$ cat src/rtl/fft_mag_pkg.sv
// Shared constants for the FFT magnitude stream: CORDIC gain compensation and default parameters.
package fft_mag_pkg;

  localparam int unsigned K_INV_W = 16;
  localparam logic [K_INV_W-1:0] K_INV = 16'd39797;

  localparam int unsigned DEF_IN_W       = 28;
  localparam int unsigned DEF_OUT_W      = 16;
  localparam int unsigned DEF_USER_W     = 11;
  localparam int unsigned DEF_FRAC_SHIFT = 9;
  localparam int unsigned DEF_ITER       = 12;
  localparam int unsigned DEF_INT_BIT    = 2;

endpackage

$ cat src/rtl/cordic_vec_stage.sv
// One registered CORDIC vectoring iteration: rotate (x, y) toward y = 0 using shift SHIFT.
module cordic_vec_stage
  import fft_mag_pkg::*;
#(
  parameter int unsigned W      = DEF_OUT_W + 2,
  parameter int unsigned USER_W = DEF_USER_W,
  parameter int unsigned SHIFT  = 0
) (
  input  logic                clk,
  input  logic                reset,
  input  logic                en,
  input  logic                in_valid,
  input  logic                in_last,
  input  logic [USER_W-1:0]   in_user,
  input  logic signed [W-1:0] in_x,
  input  logic signed [W-1:0] in_y,
  output logic                out_valid,
  output logic                out_last,
  output logic [USER_W-1:0]   out_user,
  output logic signed [W-1:0] out_x,
  output logic signed [W-1:0] out_y
);

  logic signed [W-1:0] nx;
  logic signed [W-1:0] ny;

  always_comb begin
    nx = in_x;
    ny = in_y;
    if (in_y[W-1]) begin
      nx = in_x - (in_y >>> SHIFT);
      ny = in_y + (in_x >>> SHIFT);
    end else begin
      nx = in_x + (in_y >>> SHIFT);
      ny = in_y - (in_x >>> SHIFT);
    end
  end

  always_ff @(posedge clk) begin
    if (reset) begin
      out_valid <= 1'b0;
      out_last  <= 1'b0;
      out_user  <= '0;
      out_x     <= '0;
      out_y     <= '0;
    end else if (en) begin
      out_valid <= in_valid;
      out_last  <= in_last;
      out_user  <= in_user;
      out_x     <= nx;
      out_y     <= ny;
    end
  end

endmodule

$ cat src/rtl/fft_mag_stream.sv
// Streaming |re + j*im| of FFT bins via quantise, abs/swap, CORDIC vectoring and gain compensation.
// Optional per-frame peak tracker and peak ports are built when FFT_MAG_PEAK_EN is defined.
module fft_mag_stream
  import fft_mag_pkg::*;
#(
  parameter int unsigned IN_W       = DEF_IN_W,
  parameter int unsigned OUT_W      = DEF_OUT_W,
  parameter int unsigned USER_W     = DEF_USER_W,
  parameter int unsigned FRAC_SHIFT = DEF_FRAC_SHIFT,
  parameter int unsigned ITER       = DEF_ITER,
  parameter int unsigned INT_BIT    = DEF_INT_BIT
) (
  input  logic                   clk,
  input  logic                   reset,
  input  logic                   s_valid,
  output logic                   s_ready,
  input  logic                   s_last,
  input  logic [USER_W-1:0]      s_user,
  input  logic signed [IN_W-1:0] s_re,
  input  logic signed [IN_W-1:0] s_im,
  output logic                   m_valid,
  input  logic                   m_ready,
  output logic                   m_last,
  output logic [USER_W-1:0]      m_user,
  output logic [OUT_W-1:0]       m_mag
`ifdef FFT_MAG_PEAK_EN
  ,
  output logic                   peak_valid,
  output logic [OUT_W-1:0]       peak_mag,
  output logic [USER_W-1:0]      peak_user
`endif
);

  localparam int unsigned W  = OUT_W + 2;
  localparam int unsigned PW = W + K_INV_W;
  localparam logic signed [IN_W-1:0] Q_MAX = IN_W'((64'd1 << (OUT_W - 1)) - 64'd1);
  localparam logic signed [IN_W-1:0] Q_MIN = ~Q_MAX;
  localparam logic [W-1:0]  MAG_MAX = W'((64'd1 << (OUT_W - 1)) - 64'd1);
  localparam logic [PW-1:0] HALF    = PW'(64'd1 << (K_INV_W - 1));

  logic en;
  assign en      = !m_valid || m_ready;
  assign s_ready = en;

  function automatic logic signed [OUT_W-1:0] quant(input logic signed [IN_W-1:0] v);
    logic signed [IN_W-1:0] sh;
    sh = v >>> FRAC_SHIFT;
    if (sh > Q_MAX) sh = Q_MAX;
    else if (sh < Q_MIN) sh = Q_MIN;
    return OUT_W'(sh);
  endfunction

  // Input register holds the quantised components.
  logic                    v1, last1;
  logic [USER_W-1:0]       user1;
  logic signed [OUT_W-1:0] q_re1, q_im1;

  always_ff @(posedge clk) begin
    if (reset) begin
      v1    <= 1'b0;
      last1 <= 1'b0;
      user1 <= '0;
      q_re1 <= '0;
      q_im1 <= '0;
    end else if (en) begin
      v1    <= s_valid;
      last1 <= s_last;
      user1 <= s_user;
      q_re1 <= quant(s_re);
      q_im1 <= quant(s_im);
    end
  end

  // |q| is widened first so that |-2^(OUT_W-1)| does not overflow.
  logic signed [W-1:0] ext_re, ext_im, a_re, a_im;

  always_comb begin
    ext_re = W'(q_re1);
    ext_im = W'(q_im1);
    a_re   = q_re1[OUT_W-1] ? -ext_re : ext_re;
    a_im   = q_im1[OUT_W-1] ? -ext_im : ext_im;
  end

  logic                v2, last2;
  logic [USER_W-1:0]   user2;
  logic signed [W-1:0] x2, y2;

  always_ff @(posedge clk) begin
    if (reset) begin
      v2    <= 1'b0;
      last2 <= 1'b0;
      user2 <= '0;
      x2    <= '0;
      y2    <= '0;
    end else if (en) begin
      v2    <= v1;
      last2 <= last1;
      user2 <= user1;
      x2    <= (a_re >= a_im) ? a_re : a_im;
      y2    <= (a_re >= a_im) ? a_im : a_re;
    end
  end

  logic                cv [ITER];
  logic                cl [ITER];
  logic [USER_W-1:0]   cu [ITER];
  logic signed [W-1:0] cx [ITER];
  logic signed [W-1:0] cy [ITER];

  for (genvar k = 0; k < ITER; k++) begin : g_stage
    if (k == 0) begin : g_first
      cordic_vec_stage #(.W(W), .USER_W(USER_W), .SHIFT(k)) u_stage (
        .clk(clk), .reset(reset), .en(en),
        .in_valid(v2), .in_last(last2), .in_user(user2), .in_x(x2), .in_y(y2),
        .out_valid(cv[k]), .out_last(cl[k]), .out_user(cu[k]), .out_x(cx[k]), .out_y(cy[k])
      );
    end else begin : g_next
      cordic_vec_stage #(.W(W), .USER_W(USER_W), .SHIFT(k)) u_stage (
        .clk(clk), .reset(reset), .en(en),
        .in_valid(cv[k-1]), .in_last(cl[k-1]), .in_user(cu[k-1]),
        .in_x(cx[k-1]), .in_y(cy[k-1]),
        .out_valid(cv[k]), .out_last(cl[k]), .out_user(cu[k]), .out_x(cx[k]), .out_y(cy[k])
      );
    end
  end

  // Gain compensation, round half-up, saturate to the positive OUT_W range.
  logic [PW-1:0] prod, rnd;
  logic [W-1:0]  comp, comp_sat;

  always_comb begin
    prod     = PW'($unsigned(cx[ITER-1])) * PW'(K_INV);
    rnd      = prod + HALF;
    comp     = W'(rnd >> K_INV_W);
    comp_sat = (comp > MAG_MAX) ? MAG_MAX : comp;
  end

  always_ff @(posedge clk) begin
    if (reset) begin
      m_valid <= 1'b0;
      m_last  <= 1'b0;
      m_user  <= '0;
      m_mag   <= '0;
    end else if (en) begin
      m_valid <= cv[ITER-1];
      m_last  <= cl[ITER-1];
      m_user  <= cu[ITER-1];
      m_mag   <= OUT_W'(comp_sat >> INT_BIT);
    end
  end

`ifdef FFT_MAG_PEAK_EN
  // Running maximum over the output frame; strict compare keeps the earliest bin on ties.
  logic              hs, have, take;
  logic [OUT_W-1:0]  best_mag, cand_mag;
  logic [USER_W-1:0] best_user, cand_user;

  always_comb begin
    hs        = m_valid && m_ready;
    take      = !have || (m_mag > best_mag);
    cand_mag  = take ? m_mag : best_mag;
    cand_user = take ? m_user : best_user;
  end

  always_ff @(posedge clk) begin
    if (reset) begin
      have       <= 1'b0;
      best_mag   <= '0;
      best_user  <= '0;
      peak_valid <= 1'b0;
      peak_mag   <= '0;
      peak_user  <= '0;
    end else begin
      peak_valid <= 1'b0;
      if (hs) begin
        if (m_last) begin
          peak_valid <= 1'b1;
          peak_mag   <= cand_mag;
          peak_user  <= cand_user;
          have       <= 1'b0;
        end else begin
          best_mag  <= cand_mag;
          best_user <= cand_user;
          have      <= 1'b1;
        end
      end
    end
  end
`endif

endmodule

$ cat config.mk
export PLATFORM = sky130hd
export DESIGN_NAME = fft_mag_stream
export DESIGN_NICKNAME = d
export VERILOG_FILES = /design/src/rtl/fft_mag_pkg.sv /design/src/rtl/cordic_vec_stage.sv /design/src/rtl/fft_mag_stream.sv
export SDC_FILE = /design/constraint.sdc
export NUM_CORES = 2
export LEC_CHECK = 0
export BUFFER_PORTS_ARGS = -buffer_cell sky130_fd_sc_hd__buf_2
export CORE_UTILIZATION = 55
export CTS_BUF_LIST = sky130_fd_sc_hd__clkbuf_2
export DETAILED_ROUTE_END_ITERATION = 6
export PLACE_DENSITY_LB_ADDON = 0.15
export SLEW_MARGIN = 20
export SYNTH_ARGS = -nofsm -noshare
export SYNTH_HDL_FRONTEND = slang
export SYNTH_SLANG_ARGS = --single-unit
$ cat constraint.sdc
create_clock -name clk -period 7.69 [get_ports clk]
set_input_delay 0 -clock clk [delete_from_list [all_inputs] [get_ports clk]]
set_output_delay 0 -clock clk [all_outputs]
set_load 0.03 [all_outputs]
# Word-level counts from Yosys, hierarchy flattened
# Index checks and enable logic that the tools add are counted.
# word_totals
romBits,0
ramBits,0
out_inout_bits,30
memories,0
latchBits,0
reg_bits,693
word_cells,162
# classes
magnitude_cmp,6
div,0
reduce_logical,2
bitwise_logic,0
eq_ne,0
multipliers,1
n_addsub,48
mux,32
shifts,0
# ops
operator,n
two-way mux 18 bit,28
two-way mux 16 bit,4
"> comparator 19 x 16 -> 1 bit, second input constant",2
"< comparator 19 x 16 -> 1 bit, second input constant",2
adder 18 x 10 -> 18 bit,2
adder 18 x 11 -> 18 bit,2
adder 18 x 12 -> 18 bit,2
adder 18 x 13 -> 18 bit,2
adder 18 x 14 -> 18 bit,2
adder 18 x 15 -> 18 bit,2
adder 18 x 16 -> 18 bit,2
adder 18 x 17 -> 18 bit,2
adder 18 x 8 -> 18 bit,2
adder 18 x 9 -> 18 bit,2
negation 16 -> 18 bit,2
subtractor 18 x 10 -> 18 bit,2
subtractor 18 x 11 -> 18 bit,2
subtractor 18 x 12 -> 18 bit,2
subtractor 18 x 13 -> 18 bit,2
subtractor 18 x 14 -> 18 bit,2
subtractor 18 x 15 -> 18 bit,2
subtractor 18 x 16 -> 18 bit,2
subtractor 18 x 17 -> 18 bit,2
subtractor 18 bit,2
other kinds (11),13

# Longest topological paths before layout
# depth
word_depth,4
ltp_mapped,24

# Hierarchy
# A second synthesis with hierarchy kept.
# unflattened
cells_unflattened,7106
area_unflattened_um2,58426.0
# by_module_without_submodules
module,area_each_um2,instances,cells_each,seq_area_each_um2
fft_mag_stream,11123.2,1,1251,2462.4
cordic_vec_stage at g_stage[0].g_first.u_stage,4545.6,1,597,960.9
cordic_vec_stage at g_stage[1].g_next.u_stage,4056.4,1,522,980.9
cordic_vec_stage at g_stage[3].g_next.u_stage,4011.3,1,481,980.9
cordic_vec_stage at g_stage[5].g_next.u_stage,3993.8,1,499,980.9
cordic_vec_stage at g_stage[7].g_next.u_stage,3991.3,1,486,980.9
cordic_vec_stage at g_stage[8].g_next.u_stage,3985.1,1,499,980.9
cordic_vec_stage at g_stage[2].g_next.u_stage,3962.6,1,478,980.9
cordic_vec_stage at g_stage[6].g_next.u_stage,3872.5,1,480,980.9
cordic_vec_stage at g_stage[9].g_next.u_stage,3818.7,1,476,980.9
cordic_vec_stage at g_stage[4].g_next.u_stage,3769.9,1,457,980.9
cordic_vec_stage at g_stage[11].g_next.u_stage,3649.8,1,447,980.9
cordic_vec_stage at g_stage[10].g_next.u_stage,3646.0,1,433,980.9

# Worst setup path after synthesis
# No wires, ideal clock.
# synth_timing
path_kind,register to register
start,register g_stage[11].g_next.u_stage.out_x[6]
end,register m_mag[10]
n_path_buf,1
required_ps,7550
stages_incl_launch_ff,25
synth_period_minus_slack_ps,6403
arrival_time_ps,6263
path_slack_ps,1287
cell_sequence,dfxtp_1 inv_1 fa_1 fa_1 inv_1 fa_1 inv_1 fa_1 inv_1 fa_1 inv_1 fa_1 inv_1 ha_1 nand4_1 a21oi_2 a221oi_2 o31a_1 o311a_4 o21ai_4 a31oi_4 mux2_4 a211oi_4 buf_6 a211oi_2
# synth_via
elab_chain_len,4
# synth_rtl
element,line,text
start: declaration,cordic_vec_stage.sv:20,"output logic signed [W-1:0] out_x,"
start signal: assignment,cordic_vec_stage.sv:50,out_x <= nx;
multiplier 18 x 16 -> 34 bit *,fft_mag_stream.sv:132,prod = PW'($unsigned(cx[ITER-1])) * PW'(K_INV);
adder 34 x 16 -> 34 bit *,fft_mag_stream.sv:133,rnd = prod + HALF;
> comparator 18 x 15 -> 1 bit,fft_mag_stream.sv:135,comp_sat = (comp > MAG_MAX) ? MAG_MAX : comp;
two-way mux 18 bit *,fft_mag_stream.sv:135,
end signal: assignment,fft_mag_stream.sv:148,m_mag <= OUT_W'(comp_sat >> INT_BIT);
end: declaration,fft_mag_stream.sv:25,output logic [OUT_W-1:0] m_mag
# Mark *: on every way between the ends. The rest lies on a longest branch, timed or not.
# A chain may end at the register's enable or synchronous reset.

# Final worst setup path
# layout_timing
start,register g_stage[11].g_next.u_stage.out_x[12]
end,register m_mag[11]
# The elaborated chain is that of the path after synthesis.

==> impl_metrics.toml <==
[synthesis]
synth_flop_cell = "dfxtp_1"
synth_area_um2 = 52200
yosysSeqAreaShare = 0.261
synth.avg_cell_area_um2 = 7.82
synth-seq-cells = 681
synthArstFlopShare = 0
synth_cell_types = 87
yosys_warnings = 0
synth_edf_count = 0
netlist_instances = 6672

[detailed_routing]
avgViaCountPerCell = 5.68
final_antenna_net_count = 0
wl_per_cell_um = 16.6
drtIter0Drc = 3471
drcViolationCount = 0
num_vias = 46900
dr.pass1.iters = 6
drt_wl_total_um = 137000

[sta]
period_minus_slack_ns = 7.27
maxSlewHeadroom = 0.269
fmax_mhz = 138
finalMaxSlewViolations = 0
finalCritPeriodShare = 0.945
timing.hold.ws_ns = 0.411
rsz0062_at_grt = "false"
finalHoldViolations = 0
setup_viol = 0
finalClockSkew_ns = 0.0915
final.setup.tns_ns = 0
worst_pin_slew_ns = 1.10
setup_ws_ns = 0.424

[floorplanning]
dieArea_um2 = 96100
io_pins = 102
die_x_um = 310
core_um2 = 93600
die_h_um = 310
std_cell_rows = 112
start_util = 0.557

[hold_path]
min_path_cells = 2
hp-class = "register to register"

[global_route]
antenna_found_initial = 4
top_usage_layer = "met2"
grt_pass1_wl_um = 224000
grt_pass1_vias = 44200
track_usage = 0.284
overflow = 0
grt.met2_usage = 0.444
use_met3 = 0.0465
grt_max_degree = 255
grt.met1_usage = 0.403

[run_status]
status = "finished clean"

[layout]
syn_to_final_growth_pct = 9.29
drive_above_1_share = 0.0695
final_common_cell = "nand2_1"
layout_common_cells = "1056 x nand2_1, 746 x a21oi_1, 679 x dfxtp_1"
nets = 7682

[setup_path]
reg2reg_depth = 25
worst_ep_arrival_time_ns = 8.63
worstSetupStartpointType = "register"
cp_slowest_stage_delay_ns = 0.56
crit_slowest_cell = "dlygate4sd3_1"
endpoint_kind = "register"
cp_max_fo = 13
worstSetupPathType = "register to register"
required_ns = 9.06

[clock_tree]
cts_root_buf = "clkbuf_2"
cts.sinks = 681
path_clk_slew_ns = 0.11
clk_latency_ns = 1.47
post_cts_buffers = 0
cts_buffers = 184
cts_buffer_depth = 3
cts_max_level = 4
tritoncts = "yes"

[place]
pre_cts_slack_ns = 0.778
hpwl_um = 97100
gp_congestion = 0.918
io_buffers = 83

[job]
max-cap-violations = 0
-- critical path: cells and delay by family (launching register included) --
| family | cells | cell delay, ns |
|---|---|---|
| AO/OA/AOI/OAI | 9 | 1.70 |
| flip-flops | 1 | 0.48 |
| buffers and inverters | 8 | 1.26 |
| adder cells (fa/ha/maj) | 7 | 3.40 |
| multiplexers | 1 | 0.33 |
-- routing by layer --
layer	vias to the layer above	part of all wire	wire length, µm
met1	22100	0.48	66300
met2	1119	0.44	60200
li1	23500	-	-
met3	213	0.058	7910
met4	0	0.017	2380
met5	-	0	0
-- metrics by stage --
step	util	instance area, µm²	instances
floorplan	-	52200	6674
global placement	0.571	53500	7766
detailed placement	0.571	53500	7766
CTS	0.608	57000	8257
global route	0.609	57000	8261
finish	0.609	57000	8263
-- synth_stat cells, drive strengths merged (9+ instances only) --
cell / n / area share
xnor2: 338 / 0.057
or3: 58 / 0.0070
a22o: 34 / 0.0057
o311a: 9 / 0.0019
o31ai: 19 / 0.0027
o41ai: 35 / 0.0075
xor2: 220 / 0.037
mux2i: 44 / 0.0084
a31oi: 28 / 0.0036
ha: 581 / 0.14
nand3b: 12 / 0.0017
nor3: 208 / 0.020
nor2b: 66 / 0.0079
o21a: 34 / 0.0049
inv: 421 / 0.030
nand3: 105 / 0.010
o211ai: 13 / 0.0019
mux2: 19 / 0.0042
nor2: 556 / 0.040
o21bai: 65 / 0.0094
buf: 18 / 0.0016
nand4: 16 / 0.0019
o21ai: 298 / 0.029
a21boi: 13 / 0.0019
a2111oi: 14 / 0.0026
a21oi: 747 / 0.072
nand2b: 62 / 0.0074
clkbuf: 265 / 0.019
and3: 61 / 0.0073
and2: 17 / 0.0020
fa: 142 / 0.054
a211oi: 125 / 0.019
a21o: 88 / 0.013
nand2: 1056 / 0.076
dfxtp: 681 / 0.26
nor4b: 13 / 0.0023
a211o: 21 / 0.0035
nor3b: 9 / 0.0013
or2: 20 / 0.0024
nor4: 44 / 0.0053
-- kinds of logic (layout without fill, tap and decap cells) --
logic type,Yosys count,in the layout,synth area share
AND/OR/NAND/NOR,2323,2323,0.196
multiplexers,63,63,0.0126
other,2,9,0.000144
buffers and inverters,705,1035,0.0511
XOR/XNOR,558,558,0.0937
adder cells (fa/ha/maj),723,723,0.194
flip-flops,681,681,0.261
AO/OA/AOI/OAI,1617,1617,0.192
-- what timing repair did --
| item | in CTS | in global routing |
|---|---|---|
| endpoints found under the setup margin | 0 | 2 |
| gates resized for setup | 0 | 2 |
| hold buffers | 188 | 0 |
| endpoints found under the hold margin | 681 | 0 |
-- cell type report --
| class | count | area (µm²) |
|---|---|---|
| diodes | 5 | 12.5 |
| clock buffers | 252 | 1260 |
| clock inverters | 51 | 339 |
| fillers | 8754 | 36600 |
| inverters | 422 | 1590 |
| multi-input cells | 5288 | 35900 |
| flip-flops and latches | 681 | 13600 |
| well taps | 1254 | 1570 |
| repair buffers | 310 | 2680 |
-- registers in the layout, indices dropped and copies added, names as in the netlist, 11 cells and up --
name                              flops
g_stage.g_first.u_stage.out_user     11
g_stage.g_first.u_stage.out_x        17
g_stage.g_first.u_stage.out_y        18
g_stage.g_next.u_stage.out_last      11
g_stage.g_next.u_stage.out_user     121
g_stage.g_next.u_stage.out_valid     11
g_stage.g_next.u_stage.out_x        198
g_stage.g_next.u_stage.out_y        169
m_mag                                16
m_user                               11
q_im1                                16
q_re1                                16
user1                                11
user2                                11
x2                                   18
y2                                   18
-- final timing paths --
kind / from / end / slack [ns]
setup reg to reg: g_stage[11].g_next.u_stage.out_x[12]$_SDFFE_PP0P_ / m_mag[11]$_SDFFE_PP0P_ / 0.42
hold / removal: g_stage[0].g_first.u_stage.out_last$_SDFFE_PP0P_ / g_stage[1].g_next.u_stage.out_last$_SDFFE_PP0P_ / 0.41
setup / recovery: g_stage[11].g_next.u_stage.out_x[12]$_SDFFE_PP0P_ / m_mag[11]$_SDFFE_PP0P_ / 0.42
hold reg to reg: g_stage[0].g_first.u_stage.out_last$_SDFFE_PP0P_ / g_stage[1].g_next.u_stage.out_last$_SDFFE_PP0P_ / 0.41
Power is left out: the tool's default activity adds up to more than one toggle a clock period on the data nets, which glitch-free logic cannot reach.
